--- config.mk ---
export PLATFORM = sky130hd
export DESIGN_NAME = ram_tx_sequencer
export DESIGN_NICKNAME = d
export VERILOG_FILES = /design/src/rtl/ram_tx_seq_pkg.sv /design/src/rtl/ram_tx_seq_handshake.sv /design/src/rtl/ram_tx_sequencer.sv
export SDC_FILE = /design/constraint.sdc
export NUM_CORES = 1
export LEC_CHECK = 0
export BUFFER_PORTS_ARGS = -buffer_cell sky130_fd_sc_hd__buf_2
export CORE_ASPECT_RATIO = 1.75
export CORE_MARGIN = 10
export CORE_UTILIZATION = 30
export CTS_CLUSTER_SIZE = 28
export DETAILED_ROUTE_END_ITERATION = 10
export MAX_ROUTING_LAYER = met4
export PLACE_DENSITY = 0.54
export SLEW_MARGIN = 30
export SYNTH_ARGS = -nofsm -noshare
export SYNTH_HDL_FRONTEND = slang
export SYNTH_SLANG_ARGS = --single-unit
--- constraint.sdc ---
create_clock -name clk -period 2.9 [get_ports clk]
set_clock_uncertainty 0.05 [all_clocks]
set_input_delay 0.145 -clock clk [delete_from_list [all_inputs] [get_ports clk]]
set_output_delay 0.145 -clock clk [all_outputs]
set_load 0.02 [all_outputs]
--- src/rtl/ram_tx_seq_pkg.sv ---
`default_nettype none
// ============================================================================
// Module      : ram_tx_seq_pkg
// Description : Shared state encoding and limits for the RAM-to-UART sequencer.
// Revision    : 1.0 - initial release
// ============================================================================
package ram_tx_seq_pkg;

    localparam int RD_LAT_MAX = 4;

    typedef enum logic [2:0] {
        ST_IDLE      = 3'd0,
        ST_READ      = 3'd1,
        ST_WAIT_DATA = 3'd2,
        ST_ISSUE     = 3'd3,
        ST_WAIT_ACK  = 3'd4,
        ST_WAIT_TX   = 3'd5
    } seq_state_e;

endpackage
`default_nettype wire

--- src/rtl/ram_tx_seq_handshake.sv ---
`default_nettype none
// ============================================================================
// Module      : ram_tx_seq_handshake
// Description : tx_start/tx_busy handshake with the UART (ISSUE, WAIT_ACK,
//               WAIT_TX); returns the next handshake state and a byte-done flag.
// Revision    : 1.0 - initial release
// ============================================================================
module ram_tx_seq_handshake
    import ram_tx_seq_pkg::*;
(
    input  logic       clk,
    input  logic       rst_n,
    input  seq_state_e i_state,
    input  logic       i_launch,
    input  logic       i_tx_busy,
    output seq_state_e o_state_d,
    output logic       o_byte_done,
    output logic       o_tx_start
);

    logic r_tx_start_q;
    logic w_tx_start_d;

    // When the UART is already idle at capture time the request is issued
    // straight away, so the tx_start cycle is spent in WAIT_ACK.
    always_comb begin
        o_state_d    = i_state;
        o_byte_done  = 1'b0;
        w_tx_start_d = 1'b0;
        case (i_state)
            ST_WAIT_DATA, ST_ISSUE: begin
                if ((i_state == ST_ISSUE) || i_launch) begin
                    if (!i_tx_busy) begin
                        w_tx_start_d = 1'b1;
                        o_state_d    = ST_WAIT_ACK;
                    end else begin
                        o_state_d    = ST_ISSUE;
                    end
                end
            end
            ST_WAIT_ACK: begin
                if (i_tx_busy) begin
                    o_state_d = ST_WAIT_TX;
                end
            end
            ST_WAIT_TX: begin
                o_byte_done = !i_tx_busy;
            end
            default: begin
                o_state_d = i_state;
            end
        endcase
    end

    always_ff @(posedge clk) begin
        if (!rst_n) begin
            r_tx_start_q <= 1'b0;
        end else begin
            r_tx_start_q <= w_tx_start_d;
        end
    end

    assign o_tx_start = r_tx_start_q;

endmodule
`default_nettype wire

--- src/rtl/ram_tx_sequencer.sv ---
`default_nettype none
// ============================================================================
// Module      : ram_tx_sequencer
// Description : Reads len bytes from a synchronous RAM and feeds them one at a
//               time to a UART transmitter. Optional looping: RAM_TX_SEQ_LOOP_EN.
// Revision    : 1.0 - initial release
// ============================================================================
module ram_tx_sequencer
    import ram_tx_seq_pkg::*;
#(
    parameter int ADDR_W = 8,
    parameter int DATA_W = 8,
    parameter int LEN_W  = ADDR_W + 1,
    parameter int RD_LAT = 1
) (
    input  logic              clk,
    input  logic              rst_n,
    input  logic              start,
    input  logic [ADDR_W-1:0] start_addr,
    input  logic [LEN_W-1:0]  len,
    input  logic              abort,
    input  logic              loop_en,
    output logic              ram_rd_en,
    output logic [ADDR_W-1:0] ram_addr,
    input  logic [DATA_W-1:0] ram_rd_data,
    output logic [DATA_W-1:0] tx_data,
    output logic              tx_start,
    input  logic              tx_busy,
    output logic              busy,
    output logic              done,
    output logic              aborted
);

    localparam int         c_LAT_EFF  = (RD_LAT > RD_LAT_MAX) ? RD_LAT_MAX :
                                        ((RD_LAT < 1) ? 1 : RD_LAT);
    localparam logic [1:0] c_LAT_LAST = 2'(c_LAT_EFF - 1);

    seq_state_e        r_state_q, w_state_d, w_hs_state_d;
    logic [ADDR_W-1:0] r_addr_q, w_addr_d;
    logic [LEN_W-1:0]  r_rem_q, w_rem_d;
    logic [1:0]        r_lat_q, w_lat_d;
    logic [DATA_W-1:0] r_data_q, w_data_d;
    logic              r_abort_q, w_abort_d;
    logic              r_rd_en_q, w_rd_en_d;
    logic              r_busy_q, w_busy_d;
    logic              r_done_q, w_done_d;
    logic              r_aborted_q, w_aborted_d;
    logic              w_abort_any, w_capture, w_launch, w_byte_done;

`ifdef RAM_TX_SEQ_LOOP_EN
    logic [ADDR_W-1:0] r_base_addr_q, w_base_addr_d;
    logic [LEN_W-1:0]  r_base_len_q, w_base_len_d;
`else
    logic w_unused_loop_en;
    assign w_unused_loop_en = loop_en;
`endif

    assign w_abort_any = r_abort_q | abort;
    assign w_capture   = (r_state_q == ST_WAIT_DATA) && (r_lat_q == c_LAT_LAST);
    assign w_launch    = w_capture & ~w_abort_any;

    ram_tx_seq_handshake u_handshake (
        .clk         (clk),
        .rst_n       (rst_n),
        .i_state     (r_state_q),
        .i_launch    (w_launch),
        .i_tx_busy   (tx_busy),
        .o_state_d   (w_hs_state_d),
        .o_byte_done (w_byte_done),
        .o_tx_start  (tx_start)
    );

    always_comb begin
        w_state_d   = r_state_q;
        w_addr_d    = r_addr_q;
        w_rem_d     = r_rem_q;
        w_lat_d     = r_lat_q;
        w_data_d    = r_data_q;
        w_abort_d   = (r_state_q == ST_IDLE) ? r_abort_q : w_abort_any;
        w_aborted_d = r_aborted_q;
        w_done_d    = 1'b0;
`ifdef RAM_TX_SEQ_LOOP_EN
        w_base_addr_d = r_base_addr_q;
        w_base_len_d  = r_base_len_q;
`endif
        case (r_state_q)
            ST_IDLE: begin
                if (start) begin
                    w_addr_d    = start_addr;
                    w_rem_d     = len;
                    w_abort_d   = 1'b0;
                    w_aborted_d = 1'b0;
`ifdef RAM_TX_SEQ_LOOP_EN
                    w_base_addr_d = start_addr;
                    w_base_len_d  = len;
`endif
                    if (len == '0) begin
                        w_done_d  = 1'b1;
                    end else begin
                        w_state_d = ST_READ;
                    end
                end
            end
            ST_READ: begin
                w_lat_d   = 2'd0;
                w_state_d = ST_WAIT_DATA;
            end
            ST_WAIT_DATA: begin
                if (!w_capture) begin
                    w_lat_d = r_lat_q + 2'd1;
                end else if (w_abort_any) begin
                    // The read completes but its byte is dropped.
                    w_state_d   = ST_IDLE;
                    w_done_d    = 1'b1;
                    w_aborted_d = 1'b1;
                end else begin
                    w_data_d  = ram_rd_data;
                    w_state_d = w_hs_state_d;
                end
            end
            ST_ISSUE, ST_WAIT_ACK: begin
                w_state_d = w_hs_state_d;
            end
            ST_WAIT_TX: begin
                if (w_byte_done) begin
                    w_addr_d = r_addr_q + ADDR_W'(1);
                    w_rem_d  = r_rem_q - LEN_W'(1);
                    if ((r_rem_q == LEN_W'(1)) || w_abort_any) begin
                        w_done_d    = 1'b1;
                        w_aborted_d = w_abort_any;
                        w_state_d   = ST_IDLE;
`ifdef RAM_TX_SEQ_LOOP_EN
                        if (loop_en && !w_abort_any) begin
                            w_addr_d  = r_base_addr_q;
                            w_rem_d   = r_base_len_q;
                            w_state_d = ST_READ;
                        end
`endif
                    end else begin
                        w_state_d = ST_READ;
                    end
                end
            end
            default: begin
                w_state_d = ST_IDLE;
            end
        endcase
        w_rd_en_d = (w_state_d == ST_READ);
        w_busy_d  = (w_state_d != ST_IDLE);
    end

    always_ff @(posedge clk) begin
        if (!rst_n) begin
            r_state_q   <= ST_IDLE;
            r_addr_q    <= '0;
            r_rem_q     <= '0;
            r_lat_q     <= '0;
            r_data_q    <= '0;
            r_abort_q   <= 1'b0;
            r_rd_en_q   <= 1'b0;
            r_busy_q    <= 1'b0;
            r_done_q    <= 1'b0;
            r_aborted_q <= 1'b0;
        end else begin
            r_state_q   <= w_state_d;
            r_addr_q    <= w_addr_d;
            r_rem_q     <= w_rem_d;
            r_lat_q     <= w_lat_d;
            r_data_q    <= w_data_d;
            r_abort_q   <= w_abort_d;
            r_rd_en_q   <= w_rd_en_d;
            r_busy_q    <= w_busy_d;
            r_done_q    <= w_done_d;
            r_aborted_q <= w_aborted_d;
        end
    end

`ifdef RAM_TX_SEQ_LOOP_EN
    always_ff @(posedge clk) begin
        if (!rst_n) begin
            r_base_addr_q <= '0;
            r_base_len_q  <= '0;
        end else begin
            r_base_addr_q <= w_base_addr_d;
            r_base_len_q  <= w_base_len_d;
        end
    end
`endif

    assign ram_rd_en = r_rd_en_q;
    assign ram_addr  = r_addr_q;
    assign tx_data   = r_data_q;
    assign busy      = r_busy_q;
    assign done      = r_done_q;
    assign aborted   = r_aborted_q;

endmodule
`default_nettype wire

Word level (Yosys, flattened, before mapping). Index checks and enable logic that the tools add are counted.

Flip-flop bits (word level): 36. Input bits: 31. Output and inout port bits: 21. Word-level logic and storage cells: 85.

Add/sub/neg operators: 3. Equality and inequality tests: 13. Multiplexer cells: 37. Bitwise logic cells: 3. Reduce and logical (&&, ||, !) cells: 18.

Operator list (count): $mux 3 (8); $mux 9 (2); $pmux 9 s2 (1); $mux 1 (17); $mux 8 (2); $pmux 8 s2 (1); $pmux 3 s5 (1); $ne 2x2->1 const B (5); $eq 9x1->1 const B (1); $logic_not 9->1 (1); $reduce_and 3->1 (3); $sub 9x1->9 const B (1); $add 8x1->8 const B (1); $eq 3x1->1 const B (2); $eq 3x2->1 const B (2); $eq 3x3->1 const B (2); $pmux 1 s3 (2); $pmux 3 s2 (1); $reduce_and 6->1 (1); $reduce_bool 3->1 (2); $pmux 2 s2 (1); $reduce_bool 2->1 (2); $reduce_or 2->1 (2); $logic_not 3->1 (1); other kinds (11) (12).

Depth between registers and ports, before layout.
Depth after elaboration: 10. Gate-level depth with buffers: 8. Mapped depth without buffers: 7.

By module. A second synthesis with hierarchy kept.

Cells, all modules: 262. Area, all modules: 2028.2 sq um.

By module, submodules not included: ram_tx_sequencer (instances 1, cells each 251, area each 1928.1 sq um, sequential area each 700.7 sq um); ram_tx_seq_handshake (instances 1, cells each 11, area each 100.1 sq um, sequential area each 20.0 sq um).

Least setup slack after synthesis. No wires, ideal clock.

Path kind: register -> register. Start point: register r_rem_q[0]. End point: register r_rem_q[6]. Library setup time: 70 ps. Data arrival time: 1601 ps. Required time: 2780 ps. Slack: 1179 ps. Stages on the path, launching flop included: 8. Path buffers: 0. Period minus slack after synthesis: 1721 ps. Cell sequence: dfxtp_1 > inv_1 > ha_1 > or3b_1 > or3_1 > a21oi_1 > o21ai_0 > a21oi_1.

Longest elaborated chain between the ends: 3.

Ends and longest elaborated chain: start: declaration (RTL line ram_tx_sequencer.sv:40) `logic [LEN_W-1:0] r_rem_q, w_rem_d;`; start signal: assignment (RTL line ram_tx_sequencer.sv:167) `r_rem_q <= w_rem_d;`; $sub 9x1->9 (RTL line ram_tx_sequencer.sv:127) `w_rem_d = r_rem_q - LEN_W'(1);`; $mux 9 (RTL line ram_tx_sequencer.sv:125) `if (w_byte_done) begin`; $pmux 9 s2 (RTL line ram_tx_sequencer.sv:86) `case (r_state_q)`.

No other way between the ends. The select of a mux whose other input is x is not followed. A chain may end at the register's enable or synchronous reset.

Worst setup path in the final report.
Start point: register r_state_q[0]. End point: register r_addr_q[3], in the netlist ram_addr[3].

Longest elaborated chain between the ends: 4. Elaborated cells on any way between the ends: 8. Classes of those cells: eq/ne: 3; mux: 2; reduce/logical: 3.

Ends and longest elaborated chain: start: declaration (RTL line ram_tx_sequencer.sv:38) `seq_state_e r_state_q, w_state_d, w_hs_state_d;`; start signal: assignment (RTL line ram_tx_sequencer.sv:165) `r_state_q <= w_state_d;`; $eq 3x3->1 (RTL line ram_tx_seq_handshake.sv:30, ram_tx_sequencer.sv:86); $mux 1 (RTL line ram_tx_seq_handshake.sv:30) `case (i_state)`; $ne 2x1->1 (no line); $reduce_and 3->1 (no line); end signal: assignment (RTL line ram_tx_sequencer.sv:166) `r_addr_q <= w_addr_d;`; end: declaration (RTL line ram_tx_sequencer.sv:39) `logic [ADDR_W-1:0] r_addr_q, w_addr_d;`.

Several ways; a longest one is shown, not always the timed one.

==> results.json <==
{
  "clock_latency_ns": 0.28,
  "syn-instance-count": 255,
  "drcViolationCount": 0,
  "postCtsSetupRepairBufs": 0,
  "wl_um": 5690,
  "routabilityCongestion": 0.790,
  "path_max_fanout": 17,
  "fin_ws_ns": 0.859,
  "port_buffers": 50,
  "cts-root-buf": "clkbuf_16",
  "layout_commonest_cell": "buf_2",
  "path_delay_family": "simple AND/OR/NAND/NOR gates",
  "io_pins": 52,
  "yosysTopAreaCell": "dfxtp_1",
  "grt_pass1_vias": 1926,
  "slowest_delay_ns": 0.65,
  "seqCellArea_sq_um": 721,
  "synth.area.top_cells": "dfxtp_1 37%, nor2_1 6.9%, a21oi_1 6.1%, o21ai_0 5.3%, mux2i_1 4.1%",
  "crit_required_ns": 3.07,
  "grt.total_usage_pct": 11.7,
  "hold_buffers": 0,
  "final_cell_mix": "50 x buf_2, 36 x nor2_1, 36 x dfxtp_1",
  "wl_met1_um": 2250,
  "max-vdd-ir-drop_v": 0.000240,
  "synth_nets": 290,
  "fp-row-count": 39,
  "yosysUniqueCellTypes": 49,
  "power_mw": 1.33,
  "fin_nets": 333,
  "hold_path_class": "in2reg",
  "avgSynthCellArea_sq_um": 7.71,
  "seq_area_frac_synth_pct": 36.7,
  "crit_slowest_cell": "dfxtp_1",
  "leakagePower_nw": 1.08,
  "highest_layer": "met4",
  "period_minus_slack_ns": 2.04,
  "critPathCaptureType": "flip-flop",
  "antenna_cells": 0,
  "cts_max_level": 2,
  "crit_type": "reg2reg",
  "wl_met3_um": 150,
  "gr-total-overflow": 0,
  "cts.repair.resized": 0,
  "antenna_left": 0,
  "worstMarginPinSlew_ns": 0.701,
  "synth_ff_type": "dfxtp_1",
  "max_freq_mhz": 490,
  "syn_to_final_growth_pct": 22.7,
  "cts_tree": "built",
  "die_h_um": 127,
  "core-area_sq_um": 6440,
  "async_reset_ff_share_pct": 0,
  "crit_chain": "nand3b_1 -> buf_4 -> or3_1 -> a21oi_1 -> a21oi_1 -> nor2_1",
  "worstPathBufferInverterCount": 1,
  "maxSlewViolCount": 0,
  "fin_crit_sh_pct": 70.4,
  "yosysTopAreaCellShare_pct": 36.7,
  "wl_met2_um": 3200,
  "cp.arrival_ns": 2.21,
  "via_per_inst": 5.18,
  "drt_iter0_markers": 142,
  "max_cap_violations": 0,
  "start_util_pct": 30.5,
  "status": "finished, final reports clean",
  "clock_sinks": 36,
  "multi_input_area_sq_um": 1140,
  "cts_made_buffers": 5,
  "rsz0062_at_grt": "false",
  "cts.reportedPaths.clkPinSlew_ns": 0.06,
  "setup-tns-final_ns": 0,
  "first_pass_iters": 4,
  "critPathMostFrequentCell": "a21oi_1",
  "fin_util_pct": 37.4,
  "antenna_found_initial": 0,
  "synth_enable_flop_cells": 0,
  "grt_max_degree": 21,
  "die_area_sq_um": 10300,
  "final_layout_size_suffix_gt1_share_pct": 22.4,
  "powerDensity_nw_per_um2": 550,
  "pre_cts_ws_ns": 0.875,
  "routedWlPerCell_um": 14.9,
  "startpoint_type": "flip-flop",
  "cts_max_path_buffers": 2,
  "fill_cells": 736,
  "grt_pass1_wl_um": 9450,
  "slew_headroom_pct": 53.2,
  "die_w_um": 81.2,
  "ys_seq_elements": 36,
  "syn_area_sq_um": 1970,
  "finalSetupViolations": 0,
  "yosys_warnings": 0,
  "dr_total_vias": 1973,
  "dp_hpwl_um": 4280,
  "hold_viol_final": 0
}
## flip-flops by register name (all words and copies together) (netlist names), 2 cells and up
signal / cells
ram_addr: 8
r_lat_q: 2
r_state_q: 3
r_rem_q: 9
tx_data: 8
## worst min-delay path, cell delays in order
cell and delay, ns:
buf_2 0.07, mux2i_1 0.05, nor2_1 0.07
## worst paths after layout
kind | from | to | slack, ns | cells past startpoint
min | ram_rd_data[5] | tx_data[5] | 0.04 | 3
min reg2reg | r_rem_q[1] | r_rem_q[1] | 0.43 | 2
max reg2reg | r_state_q[0] | ram_addr[3] | 0.86 | 6
max | r_state_q[0] | ram_addr[3] | 0.86 | 6
## cells in the mapped netlist (2+ instances only)
library cell and count:
a31oi_1 3, inv_1 7, nand4_1 4, nor2_1 36, nor3_1 6, nor4_1 5
a21o_1 3, and2_1 5, or3_1 3, ha_1 4, nand2_1 20, buf_2 10
o22ai_1 2, nor2b_1 2, a211oi_1 2, a22oi_1 5, a21oi_1 24, clkbuf_1 7
and3b_1 2, mux2i_1 8, nand3b_1 3, nor3b_1 2, dfxtp_1 36, nand3_1 6
and3_1 4, nand2b_1 2, o21ai_0 21, or3b_1 2
## layer usage
metal	up-vias	GRT usage, %
met5	-	-
met4	0	4.30
met3	6	1.69
met2	40	21.0
met1	928	12.3
li1	999	-
## metrics by stage
| step | hold WS, ns | instances | area (sq um) |
|---|---|---|---|
| 3_3_place_gp | 0.326 | 373 | 2270 |
| 4_1_cts | 0.0417 | 381 | 2410 |
| 3_5_place_dp | 0.333 | 373 | 2270 |
| 6_report | 0.0401 | 381 | 2410 |
| 5_1_grt | 0.0529 | 381 | 2410 |
| 2_1_floorplan | 0.233 | 255 | 1970 |
## report_power, final
part / leakage, nW / switching (mW) / internal (mW) / total [mW]
clock: 0.0736 / 0.215 / 0.316 / 0.531
combinational: 0.707 / 0.134 / 0.0956 / 0.230
sequential: 0.294 / 0.0377 / 0.528 / 0.566
total: 1.08 / 0.387 / 0.940 / 1.33
## area by class of cell
type                       instances  share of cell area (%)
inverter                           7                    1.09
timing repair buffer              54                    11.6
sequential                        36                    29.9
clock inverter                     3                   0.778
clock buffer                       5                    5.19
multi-input combinational        194                    47.2
tap                               82                    4.26
## cell families after synthesis
kind of cell / Yosys count / share of synthesized area, %
AND/OR/NAND/NOR: 106 / 27.3
AO/OA/AOI/OAI: 76 / 23.9
flip-flops: 36 / 36.7
buffers and inverters: 25 / 5.47
multiplexers: 8 / 4.07
adder cells (fa/ha/maj): 4 / 2.55
No activity file was read; power rests on OpenSTA's default activity.
